==> config.mk <==
export PLATFORM = sky130hd
export DESIGN_NAME = mem_access_flat
export DESIGN_NICKNAME = d
export VERILOG_FILES = /design/src/rtl/cpu_pkg.sv /design/src/rtl/mem_access_if.sv /design/src/rtl/mem_align.sv /design/src/rtl/mem_access.sv /design/src/flat_wrapper.sv
export SDC_FILE = /design/constraint.sdc
export NUM_CORES = 1
export LEC_CHECK = 0
export BUFFER_PORTS_ARGS = -buffer_cell sky130_fd_sc_hd__buf_4
export CELL_PAD_IN_SITES_DETAIL_PLACEMENT = 0
export CELL_PAD_IN_SITES_GLOBAL_PLACEMENT = 1
export CORE_AREA = 3 3 231 233
export DETAILED_ROUTE_END_ITERATION = 7
export DIE_AREA = 0 0 234 236
export GPL_TIMING_DRIVEN = 0
export PLACE_DENSITY = 0.48
export SYNTH_ARGS = -nofsm -noshare
export SYNTH_HDL_FRONTEND = slang
export SYNTH_SLANG_ARGS = --single-unit
==> constraint.sdc <==
create_clock -name clock_i -period 2 [get_ports clock_i]
set_input_delay 0.2 -clock clock_i [delete_from_list [all_inputs] [get_ports clock_i]]
set_output_delay 0.2 -clock clock_i [all_outputs]
set_load 0.01 [all_outputs]
==> src/rtl/cpu_pkg.sv <==
// Shared CPU definitions: ALU op codes, exception bit indices, bus size codes
// and the memory-stage FSM state type.
package cpu_pkg;

    localparam logic [7:0] ALUOP_ADDU = 8'b0010_0001;
    localparam logic [7:0] ALUOP_LB   = 8'b1110_0000;
    localparam logic [7:0] ALUOP_LH   = 8'b1110_0001;
    localparam logic [7:0] ALUOP_LW   = 8'b1110_0011;
    localparam logic [7:0] ALUOP_LBU  = 8'b1110_0100;
    localparam logic [7:0] ALUOP_LHU  = 8'b1110_0101;
    localparam logic [7:0] ALUOP_SB   = 8'b1110_1000;
    localparam logic [7:0] ALUOP_SH   = 8'b1110_1001;
    localparam logic [7:0] ALUOP_SW   = 8'b1110_1011;

    localparam int unsigned EXC_ADEL = 4;
    localparam int unsigned EXC_ADES = 5;

    localparam logic [1:0] SIZE_BYTE = 2'd0;
    localparam logic [1:0] SIZE_HALF = 2'd1;
    localparam logic [1:0] SIZE_WORD = 2'd2;

    typedef enum logic [1:0] {
        IDLE,
        ADDR,
        DATA,
        DONE
    } mem_state_t;

endpackage

==> src/rtl/mem_access_if.sv <==
// SRAM-like data bus: request/address phase closed by addr_ok, data phase by data_ok.
interface mem_access_if;

    logic        data_req;
    logic        data_wr;
    logic [1:0]  data_size;
    logic [31:0] data_addr;
    logic [31:0] data_wdata;
    logic [3:0]  data_wstrb;
    logic        data_addr_ok;
    logic        data_data_ok;
    logic [31:0] data_rdata;

    modport master (
        output data_req, data_wr, data_size, data_addr, data_wdata, data_wstrb,
        input  data_addr_ok, data_data_ok, data_rdata
    );

    modport slave (
        input  data_req, data_wr, data_size, data_addr, data_wdata, data_wstrb,
        output data_addr_ok, data_data_ok, data_rdata
    );

endinterface

==> src/rtl/mem_align.sv <==
// Load/store decode: alignment check, store lane replication and strobes,
// load lane selection with sign/zero extension.
module mem_align import cpu_pkg::*; (
    input  logic [7:0]  aluop,
    input  logic [1:0]  offset,
    input  logic [31:0] store_src,
    input  logic [31:0] rdata,
    output logic        is_load,
    output logic        is_store,
    output logic        misaligned,
    output logic [1:0]  size,
    output logic [31:0] wdata,
    output logic [3:0]  wstrb,
    output logic [31:0] load_data
);

    logic [7:0]  byte_lane;
    logic [15:0] half_lane;

    // Select the addressed byte / halfword from the little-endian read word.
    always_comb begin
        case (offset)
            2'd0:    byte_lane = rdata[7:0];
            2'd1:    byte_lane = rdata[15:8];
            2'd2:    byte_lane = rdata[23:16];
            default: byte_lane = rdata[31:24];
        endcase
        half_lane = offset[1] ? rdata[31:16] : rdata[15:0];
    end

    // Decode the op into bus size, alignment fault, store formatting and load extension.
    always_comb begin
        is_load    = 1'b0;
        is_store   = 1'b0;
        misaligned = 1'b0;
        size       = SIZE_WORD;
        wdata      = store_src;
        wstrb      = '0;
        load_data  = rdata;
        case (aluop)
            ALUOP_LB: begin
                is_load   = 1'b1;
                size      = SIZE_BYTE;
                load_data = {{24{byte_lane[7]}}, byte_lane};
            end
            ALUOP_LBU: begin
                is_load   = 1'b1;
                size      = SIZE_BYTE;
                load_data = {24'b0, byte_lane};
            end
            ALUOP_LH: begin
                is_load    = 1'b1;
                size       = SIZE_HALF;
                misaligned = offset[0];
                load_data  = {{16{half_lane[15]}}, half_lane};
            end
            ALUOP_LHU: begin
                is_load    = 1'b1;
                size       = SIZE_HALF;
                misaligned = offset[0];
                load_data  = {16'b0, half_lane};
            end
            ALUOP_LW: begin
                is_load    = 1'b1;
                misaligned = (offset != 2'b00);
            end
            ALUOP_SB: begin
                is_store = 1'b1;
                size     = SIZE_BYTE;
                wdata    = {4{store_src[7:0]}};
                wstrb    = 4'b0001 << offset;
            end
            ALUOP_SH: begin
                is_store   = 1'b1;
                size       = SIZE_HALF;
                misaligned = offset[0];
                wdata      = {2{store_src[15:0]}};
                wstrb      = offset[1] ? 4'b1100 : 4'b0011;
            end
            ALUOP_SW: begin
                is_store   = 1'b1;
                misaligned = (offset != 2'b00);
                wstrb      = 4'b1111;
            end
            default: ;
        endcase
    end

endmodule

==> src/rtl/mem_access.sv <==
// MEM pipeline stage: drives the data bus for loads/stores, raises address
// exceptions, stalls the pipeline while a transaction is outstanding and
// presents the write-back / forwarding stream.
module mem_access import cpu_pkg::*; (
    input  logic        clock_i,
    input  logic        reset_i,
    input  logic [31:0] pc_i,
    input  logic [7:0]  aluop_i,
    input  logic [31:0] exception_type_i,
    input  logic        now_in_delayslot_i,
    input  logic [31:0] alu_data_i,
    input  logic [31:0] ram_write_data_i,
    input  logic        regfile_write_enable_i,
    input  logic [4:0]  regfile_write_addr_i,
    input  logic        hi_write_enable_i,
    input  logic [31:0] hi_write_data_i,
    input  logic        lo_write_enable_i,
    input  logic [31:0] lo_write_data_i,
    input  logic        cp0_write_enable_i,
    input  logic [4:0]  cp0_write_addr_i,
    input  logic [31:0] cp0_write_data_i,
    input  logic        flush_i,
    input  logic        pipeline_stall_i,
    mem_access_if.master bus,
    output logic        regfile_write_enable_o,
    output logic [4:0]  regfile_write_addr_o,
    output logic [31:0] regfile_write_data_o,
    output logic        hi_write_enable_o,
    output logic [31:0] hi_write_data_o,
    output logic        lo_write_enable_o,
    output logic [31:0] lo_write_data_o,
    output logic        cp0_write_enable_o,
    output logic [4:0]  cp0_write_addr_o,
    output logic [31:0] cp0_write_data_o,
    output logic [31:0] exception_type_o,
    output logic [31:0] bad_vaddr_o,
    output logic [31:0] pc_o,
    output logic        now_in_delayslot_o,
    output logic        mem_stall_request_o
);

    mem_state_t  state;
    logic        cancel;
    logic [31:0] rdata_q;

    logic        is_load;
    logic        is_store;
    logic        misaligned;
    logic [1:0]  size;
    logic [31:0] wdata;
    logic [3:0]  wstrb;
    logic [31:0] load_data;
    logic        go;
    logic        cancel_now;

    mem_align u_align (
        .aluop      (aluop_i),
        .offset     (alu_data_i[1:0]),
        .store_src  (ram_write_data_i),
        .rdata      (rdata_q),
        .is_load    (is_load),
        .is_store   (is_store),
        .misaligned (misaligned),
        .size       (size),
        .wdata      (wdata),
        .wstrb      (wstrb),
        .load_data  (load_data)
    );

    assign go = (is_load || is_store) && !misaligned && (exception_type_i == '0);

    // A flush arriving mid-transaction cancels the result but not the bus handshake.
    assign cancel_now = cancel || (flush_i && (state == ADDR || state == DATA));

    // Bus transaction sequencing; a cancelled transaction drains its data_ok and drops the data.
    always_ff @(posedge clock_i or posedge reset_i) begin
        if (reset_i) begin
            state   <= IDLE;
            cancel  <= 1'b0;
            rdata_q <= '0;
        end else begin
            case (state)
                IDLE: begin
                    cancel <= 1'b0;
                    if (go && !flush_i)
                        state <= bus.data_addr_ok ? DATA : ADDR;
                end
                ADDR: begin
                    if (flush_i)
                        cancel <= 1'b1;
                    if (bus.data_addr_ok)
                        state <= DATA;
                end
                DATA: begin
                    if (bus.data_data_ok) begin
                        cancel <= 1'b0;
                        if (cancel_now) begin
                            state <= IDLE;
                        end else begin
                            rdata_q <= bus.data_rdata;
                            state   <= DONE;
                        end
                    end else if (flush_i) begin
                        cancel <= 1'b1;
                    end
                end
                DONE: begin
                    if (!pipeline_stall_i)
                        state <= IDLE;
                end
                default: state <= IDLE;
            endcase
        end
    end

    // Reset gates the combinational request path so the bus goes quiet before any clock edge.
    assign bus.data_req   = !reset_i && (state == IDLE ? (go && !flush_i) : (state == ADDR));
    assign bus.data_wr    = !reset_i && is_store;
    assign bus.data_size  = size;
    assign bus.data_addr  = alu_data_i;
    assign bus.data_wdata = wdata;
    assign bus.data_wstrb = (!reset_i && is_store) ? wstrb : '0;

    assign mem_stall_request_o = !reset_i && go && (state != DONE) && !(state == IDLE && flush_i);

    assign regfile_write_enable_o = regfile_write_enable_i && !misaligned && !cancel_now;
    assign regfile_write_addr_o   = regfile_write_addr_i;
    assign regfile_write_data_o   = is_load ? load_data : alu_data_i;
    assign hi_write_enable_o      = hi_write_enable_i && !misaligned;
    assign hi_write_data_o        = hi_write_data_i;
    assign lo_write_enable_o      = lo_write_enable_i && !misaligned;
    assign lo_write_data_o        = lo_write_data_i;
    assign cp0_write_enable_o     = cp0_write_enable_i && !misaligned;
    assign cp0_write_addr_o       = cp0_write_addr_i;
    assign cp0_write_data_o       = cp0_write_data_i;
    assign bad_vaddr_o            = alu_data_i;
    assign pc_o                   = pc_i;
    assign now_in_delayslot_o     = now_in_delayslot_i;

    // Merge the alignment faults into the incoming exception vector.
    always_comb begin
        exception_type_o           = exception_type_i;
        exception_type_o[EXC_ADEL] = exception_type_i[EXC_ADEL] | (is_load && misaligned);
        exception_type_o[EXC_ADES] = exception_type_i[EXC_ADES] | (is_store && misaligned);
    end

endmodule
==> src/flat_wrapper.sv <==
// flat-port wrapper written by rule: the top's interface ports become plain ports
module mem_access_flat import cpu_pkg::*;
  (clock_i, reset_i, pc_i, aluop_i, exception_type_i, now_in_delayslot_i, alu_data_i, ram_write_data_i, regfile_write_enable_i, regfile_write_addr_i, hi_write_enable_i, hi_write_data_i, lo_write_enable_i, lo_write_data_i, cp0_write_enable_i, cp0_write_addr_i, cp0_write_data_i, flush_i, pipeline_stall_i, regfile_write_enable_o, regfile_write_addr_o, regfile_write_data_o, hi_write_enable_o, hi_write_data_o, lo_write_enable_o, lo_write_data_o, cp0_write_enable_o, cp0_write_addr_o, cp0_write_data_o, exception_type_o, bad_vaddr_o, pc_o, now_in_delayslot_o, mem_stall_request_o, bus_data_req, bus_data_wr, bus_data_size, bus_data_addr, bus_data_wdata, bus_data_wstrb, bus_data_addr_ok, bus_data_data_ok, bus_data_rdata);
  mem_access_if bus_i ();
  input  logic clock_i;
  input  logic reset_i;
  input  logic [31:0] pc_i;
  input  logic [7:0] aluop_i;
  input  logic [31:0] exception_type_i;
  input  logic now_in_delayslot_i;
  input  logic [31:0] alu_data_i;
  input  logic [31:0] ram_write_data_i;
  input  logic regfile_write_enable_i;
  input  logic [4:0] regfile_write_addr_i;
  input  logic hi_write_enable_i;
  input  logic [31:0] hi_write_data_i;
  input  logic lo_write_enable_i;
  input  logic [31:0] lo_write_data_i;
  input  logic cp0_write_enable_i;
  input  logic [4:0] cp0_write_addr_i;
  input  logic [31:0] cp0_write_data_i;
  input  logic flush_i;
  input  logic pipeline_stall_i;
  output logic regfile_write_enable_o;
  output logic [4:0] regfile_write_addr_o;
  output logic [31:0] regfile_write_data_o;
  output logic hi_write_enable_o;
  output logic [31:0] hi_write_data_o;
  output logic lo_write_enable_o;
  output logic [31:0] lo_write_data_o;
  output logic cp0_write_enable_o;
  output logic [4:0] cp0_write_addr_o;
  output logic [31:0] cp0_write_data_o;
  output logic [31:0] exception_type_o;
  output logic [31:0] bad_vaddr_o;
  output logic [31:0] pc_o;
  output logic now_in_delayslot_o;
  output logic mem_stall_request_o;
  output wire logic [$bits(bus_i.data_req)-1:0] bus_data_req;
  output wire logic [$bits(bus_i.data_wr)-1:0] bus_data_wr;
  output wire logic [$bits(bus_i.data_size)-1:0] bus_data_size;
  output wire logic [$bits(bus_i.data_addr)-1:0] bus_data_addr;
  output wire logic [$bits(bus_i.data_wdata)-1:0] bus_data_wdata;
  output wire logic [$bits(bus_i.data_wstrb)-1:0] bus_data_wstrb;
  input wire logic [$bits(bus_i.data_addr_ok)-1:0] bus_data_addr_ok;
  input wire logic [$bits(bus_i.data_data_ok)-1:0] bus_data_data_ok;
  input wire logic [$bits(bus_i.data_rdata)-1:0] bus_data_rdata;
  assign bus_data_req = bus_i.data_req;
  assign bus_data_wr = bus_i.data_wr;
  assign bus_data_size = bus_i.data_size;
  assign bus_data_addr = bus_i.data_addr;
  assign bus_data_wdata = bus_i.data_wdata;
  assign bus_data_wstrb = bus_i.data_wstrb;
  assign bus_i.data_addr_ok = bus_data_addr_ok;
  assign bus_i.data_data_ok = bus_data_data_ok;
  assign bus_i.data_rdata = bus_data_rdata;
  mem_access u_core (.clock_i(clock_i), .reset_i(reset_i), .pc_i(pc_i), .aluop_i(aluop_i), .exception_type_i(exception_type_i), .now_in_delayslot_i(now_in_delayslot_i), .alu_data_i(alu_data_i), .ram_write_data_i(ram_write_data_i), .regfile_write_enable_i(regfile_write_enable_i), .regfile_write_addr_i(regfile_write_addr_i), .hi_write_enable_i(hi_write_enable_i), .hi_write_data_i(hi_write_data_i), .lo_write_enable_i(lo_write_enable_i), .lo_write_data_i(lo_write_data_i), .cp0_write_enable_i(cp0_write_enable_i), .cp0_write_addr_i(cp0_write_addr_i), .cp0_write_data_i(cp0_write_data_i), .flush_i(flush_i), .pipeline_stall_i(pipeline_stall_i), .bus(bus_i), .regfile_write_enable_o(regfile_write_enable_o), .regfile_write_addr_o(regfile_write_addr_o), .regfile_write_data_o(regfile_write_data_o), .hi_write_enable_o(hi_write_enable_o), .hi_write_data_o(hi_write_data_o), .lo_write_enable_o(lo_write_enable_o), .lo_write_data_o(lo_write_data_o), .cp0_write_enable_o(cp0_write_enable_o), .cp0_write_addr_o(cp0_write_addr_o), .cp0_write_data_o(cp0_write_data_o), .exception_type_o(exception_type_o), .bad_vaddr_o(bad_vaddr_o), .pc_o(pc_o), .now_in_delayslot_o(now_in_delayslot_o), .mem_stall_request_o(mem_stall_request_o));
endmodule
==> impl_metrics.ini <==
[run_status]
outcome = finished, violations left
failed_checks = setup timing

[min_path]
hp-class = input port to flop
hold_end = u_core.rdata_q[4]
hp-start = bus_data_rdata[4]
whs_path_depth = 2

[logic_synthesis]
syn_inst = 591
synth-seq-cells = 35
synth_top_family_by_area = buffers and inverters
ys.flop_type = dfrtp_1
synth_largest_area_cell = buf_4
syn_avg_cell_area_um2 = 8.45
synth_simple_gate_area_share_pct = 11.0
synth_edf_count = 0
synth_top_area_share_pct = 36.4
ys_seq_area_share_pct = 17.5
yosysWarnings = 0
synthesis.nets = 881
ys_async_sr_fraction_pct = 100
synth_most_common_cell = buf_4
synth_compound_area_share_pct = 12.3
muxShareOfSynthArea_pct = 18.8
syn_area_um2 = 5000
synthTopCellsByArea = buf_4 (36%), dfrtp_1 (18%), mux2_2 (13%), a21oi_1 (3.7%), mux4_2 (3.2%)
synthDistinctLibCells = 53
synth-adder-area-share_pct = 1.25
synthXorXnorAreaFrac_pct = 0
synth_commonest_cells = buf_4 (242), mux2_2 (56), a21oi_1 (37)

[clock_network]
cts.reportedPaths.clkPinSlew_ns = 0.07
cts_sinks = 35
cts_buffers = 5
clockBufferDepth = 2
cts_tree = built
clock_latency_ns = 0.29
clock-root-buffer = clkbuf_16
h-tree-depth = 2

[cells_and_area]
regArea_um2 = 876
final_util_pct = 19.4
multi_input_area_um2 = 2460
fill_cells = 5768
fin_area_um2 = 10000
syn_to_final_growth_pct = 100
final_nets = 1363
layout-drive-gt1-share_pct = 80.4

[sta]
final-setup-viol-count = 25
fin_worst_skew_ns = 0.0106
period_minus_slack_ns = 2.29
setup_ws_ns = -0.294
fmax_ghz = 0.436
grt_setup_unrepaired = true
fin_crit_sh_pct = 115
worstMarginPinSlew_ns = 0.446
slew_headroom_pct = 70.3
hold_viol_final = 0
slew_violations = 0

[routing]
viasPerCell = 3.22
wire_per_inst_um = 17.1
wl_um = 30100
drc_errors = 0
dr.pass1.iters = 6
num_vias = 5650
drt_iter0_drc = 125
postRouteAntennaNets = 0

[setup_path]
rr_endpoint = u_core.state[1]
ff2ff_path_depth = 6
worstSetupEndpointType = primary output
r2r_setup_slack_ns = 0.11
slowest_delay_ns = 0.48
worstPathCellList = mux4_2 > or2_4 > a31oi_4 > buf_12 > buf_8 > a21oi_2 > buf_4
crit_path_top_delay_cell = mux4_2
required_ns = 1.80
r2r_start = u_core.state[0]
crit_arrival_ns = 2.09
path_class = flop to primary output
start_kind = flop
critical_path.max_fanout = 5
worstSetupStartpoint = u_core.rdata_q[7]

[flow_run]
maxCapViolCount = 0

[global_route]
grt_overflow = 0
grt_use_total_pct = 10.1
antenna_found_initial = 3
grt_pass1_vias = 5866
grt_pass1_wl_um = 40900
grt_max_degree = 35

[pwr]
seqPwrFrac_pct = 26.6
clkPwrFrac_pct = 15.2
power_leakage_nw = 4.96
p_int_mw = 3.45
ir_worst_vdd_mv = 0.359
p_per_area_nw_per_um2 = 559
share_comb_of_total_power_pct = 58.2
power_switching_mw = 2.14
switching_share_pct = 38.3

[place]
finalWeightedCongestion = 0.719
placed_area_um2 = 9280
dp_hpwl_um = 26100
io_buffer_count = 454

[floorplan]
die_width_um = 234
ioPinCount = 597
dieArea_um2 = 55200
die_h_um = 236
rows = 83
start_util_pct = 9.72
coreArea_um2 = 51400
==> per-stage QoR <==
| stage | instances | hold slack [ns] | setup TNS (ns) | setup WS (ns) | total power [mW] |
|---|---|---|---|---|---|
| global placement | 1725 | 0.434 | -32.42 | -0.788 | 4.47 |
| finish | 1755 | 0.133 | -6.29 | -0.294 | 5.59 |
| floorplan | 591 | 0.351 | 0 | 0.207 | 3.09 |
| detailed placement | 1726 | 0.126 | -32.23 | -0.778 | 4.50 |
| global route | 1754 | 0.130 | -7.96 | -0.361 | 6.00 |
| CTS | 1748 | 0.124 | -5.80 | -0.321 | 5.54 |
==> registers in the layout (all words and copies together) (netlist names) <==
register	cells
u_core.rdata_q	32
u_core.cancel	1
u_core.state	2
==> worst max-delay path, delay by kind of cell (launching register included) <==
kind / cells / cell delay [ns]
buf+inv: 3 / 0.39
mux: 1 / 0.48
simple gates: 1 / 0.28
flops: 1 / 0.40
compound gates: 2 / 0.24
==> cells in the final DEF, fill, tap and decap left out, types with 12 or more instances in the layout <==
cell / netlist / routed
dfrtp_1: 35 / 35
mux2_2: 56 / 56
buf_4: 242 / 711
nand2_1: 33 / 33
o21ai_0: 21 / 20
a21oi_1: 37 / 18
a22oi_1: 12 / 12
a21oi_2: 0 / 18
mux2i_1: 15 / 15
nor2_1: 28 / 25
==> per-layer routing <==
layer  vias up  wire [um]  GRT usage, %
li1       2764          -             -
met1      2655      12500          12.7
met2       214      15400          18.0
met3        13       1960          2.00
met4         4        202          1.34
met5         -         23             0
==> worst max path at each step <==
stage	to	slack [ns]	cells past startpoint
2_1_floorplan	u_core.rdata_q[0]	0.21	6
3_5_place_dp	regfile_write_data_o[24]	-0.78	7
4_1_cts	regfile_write_data_o[28]	-0.32	7
3_3_place_gp	regfile_write_data_o[24]	-0.79	7
6_report	regfile_write_data_o[24]	-0.29	7
5_1_grt	regfile_write_data_o[21]	-0.36	7
==> cells by family (layout without fill, tap and decap cells) <==
group / Yosys count / count (layout)
compound gates: 96 / 96
simple gates: 105 / 105
flops: 35 / 35
buf+inv: 272 / 755
mux: 78 / 78
other cells: 0 / 1
fa+ha+maj: 5 / 5
==> layout make-up <==
cell class	instances	area share [%]
Inverter	9	0.338
Antenna cell	1	0.0250
Buffer	263	19.7
Timing Repair Buffer	475	36.5
Clock inverter	2	0.163
Tap cell	680	8.51
Clock buffer	6	1.39
Sequential cell	35	8.76
Multi-Input combinational cell	284	24.6
==> power groups by stage <==
stage / Combinational, mW / Clock, mW / Sequential [mW]
2_1_floorplan: 1.78 / 0 / 1.31
3_3_place_gp: 2.96 / 0 / 1.51
6_report: 3.25 / 0.850 / 1.49
3_5_place_dp: 2.99 / 0 / 1.51
5_1_grt: 3.56 / 0.913 / 1.54
4_1_cts: 3.17 / 0.893 / 1.48
==> what timing repair did <==
item | 4_1_cts | 5_1_grt
hold buffers | 1 | 0
pin swaps | 5 | 9
cloned | 1 | 0
endpoints found under the hold margin | 1 | 0
gates resized for setup | 50 | 52
setup endpoints to repair | 94 | 78
setup buffers | 12 | 6
Note: power is estimated with default switching activity, not from simulation.
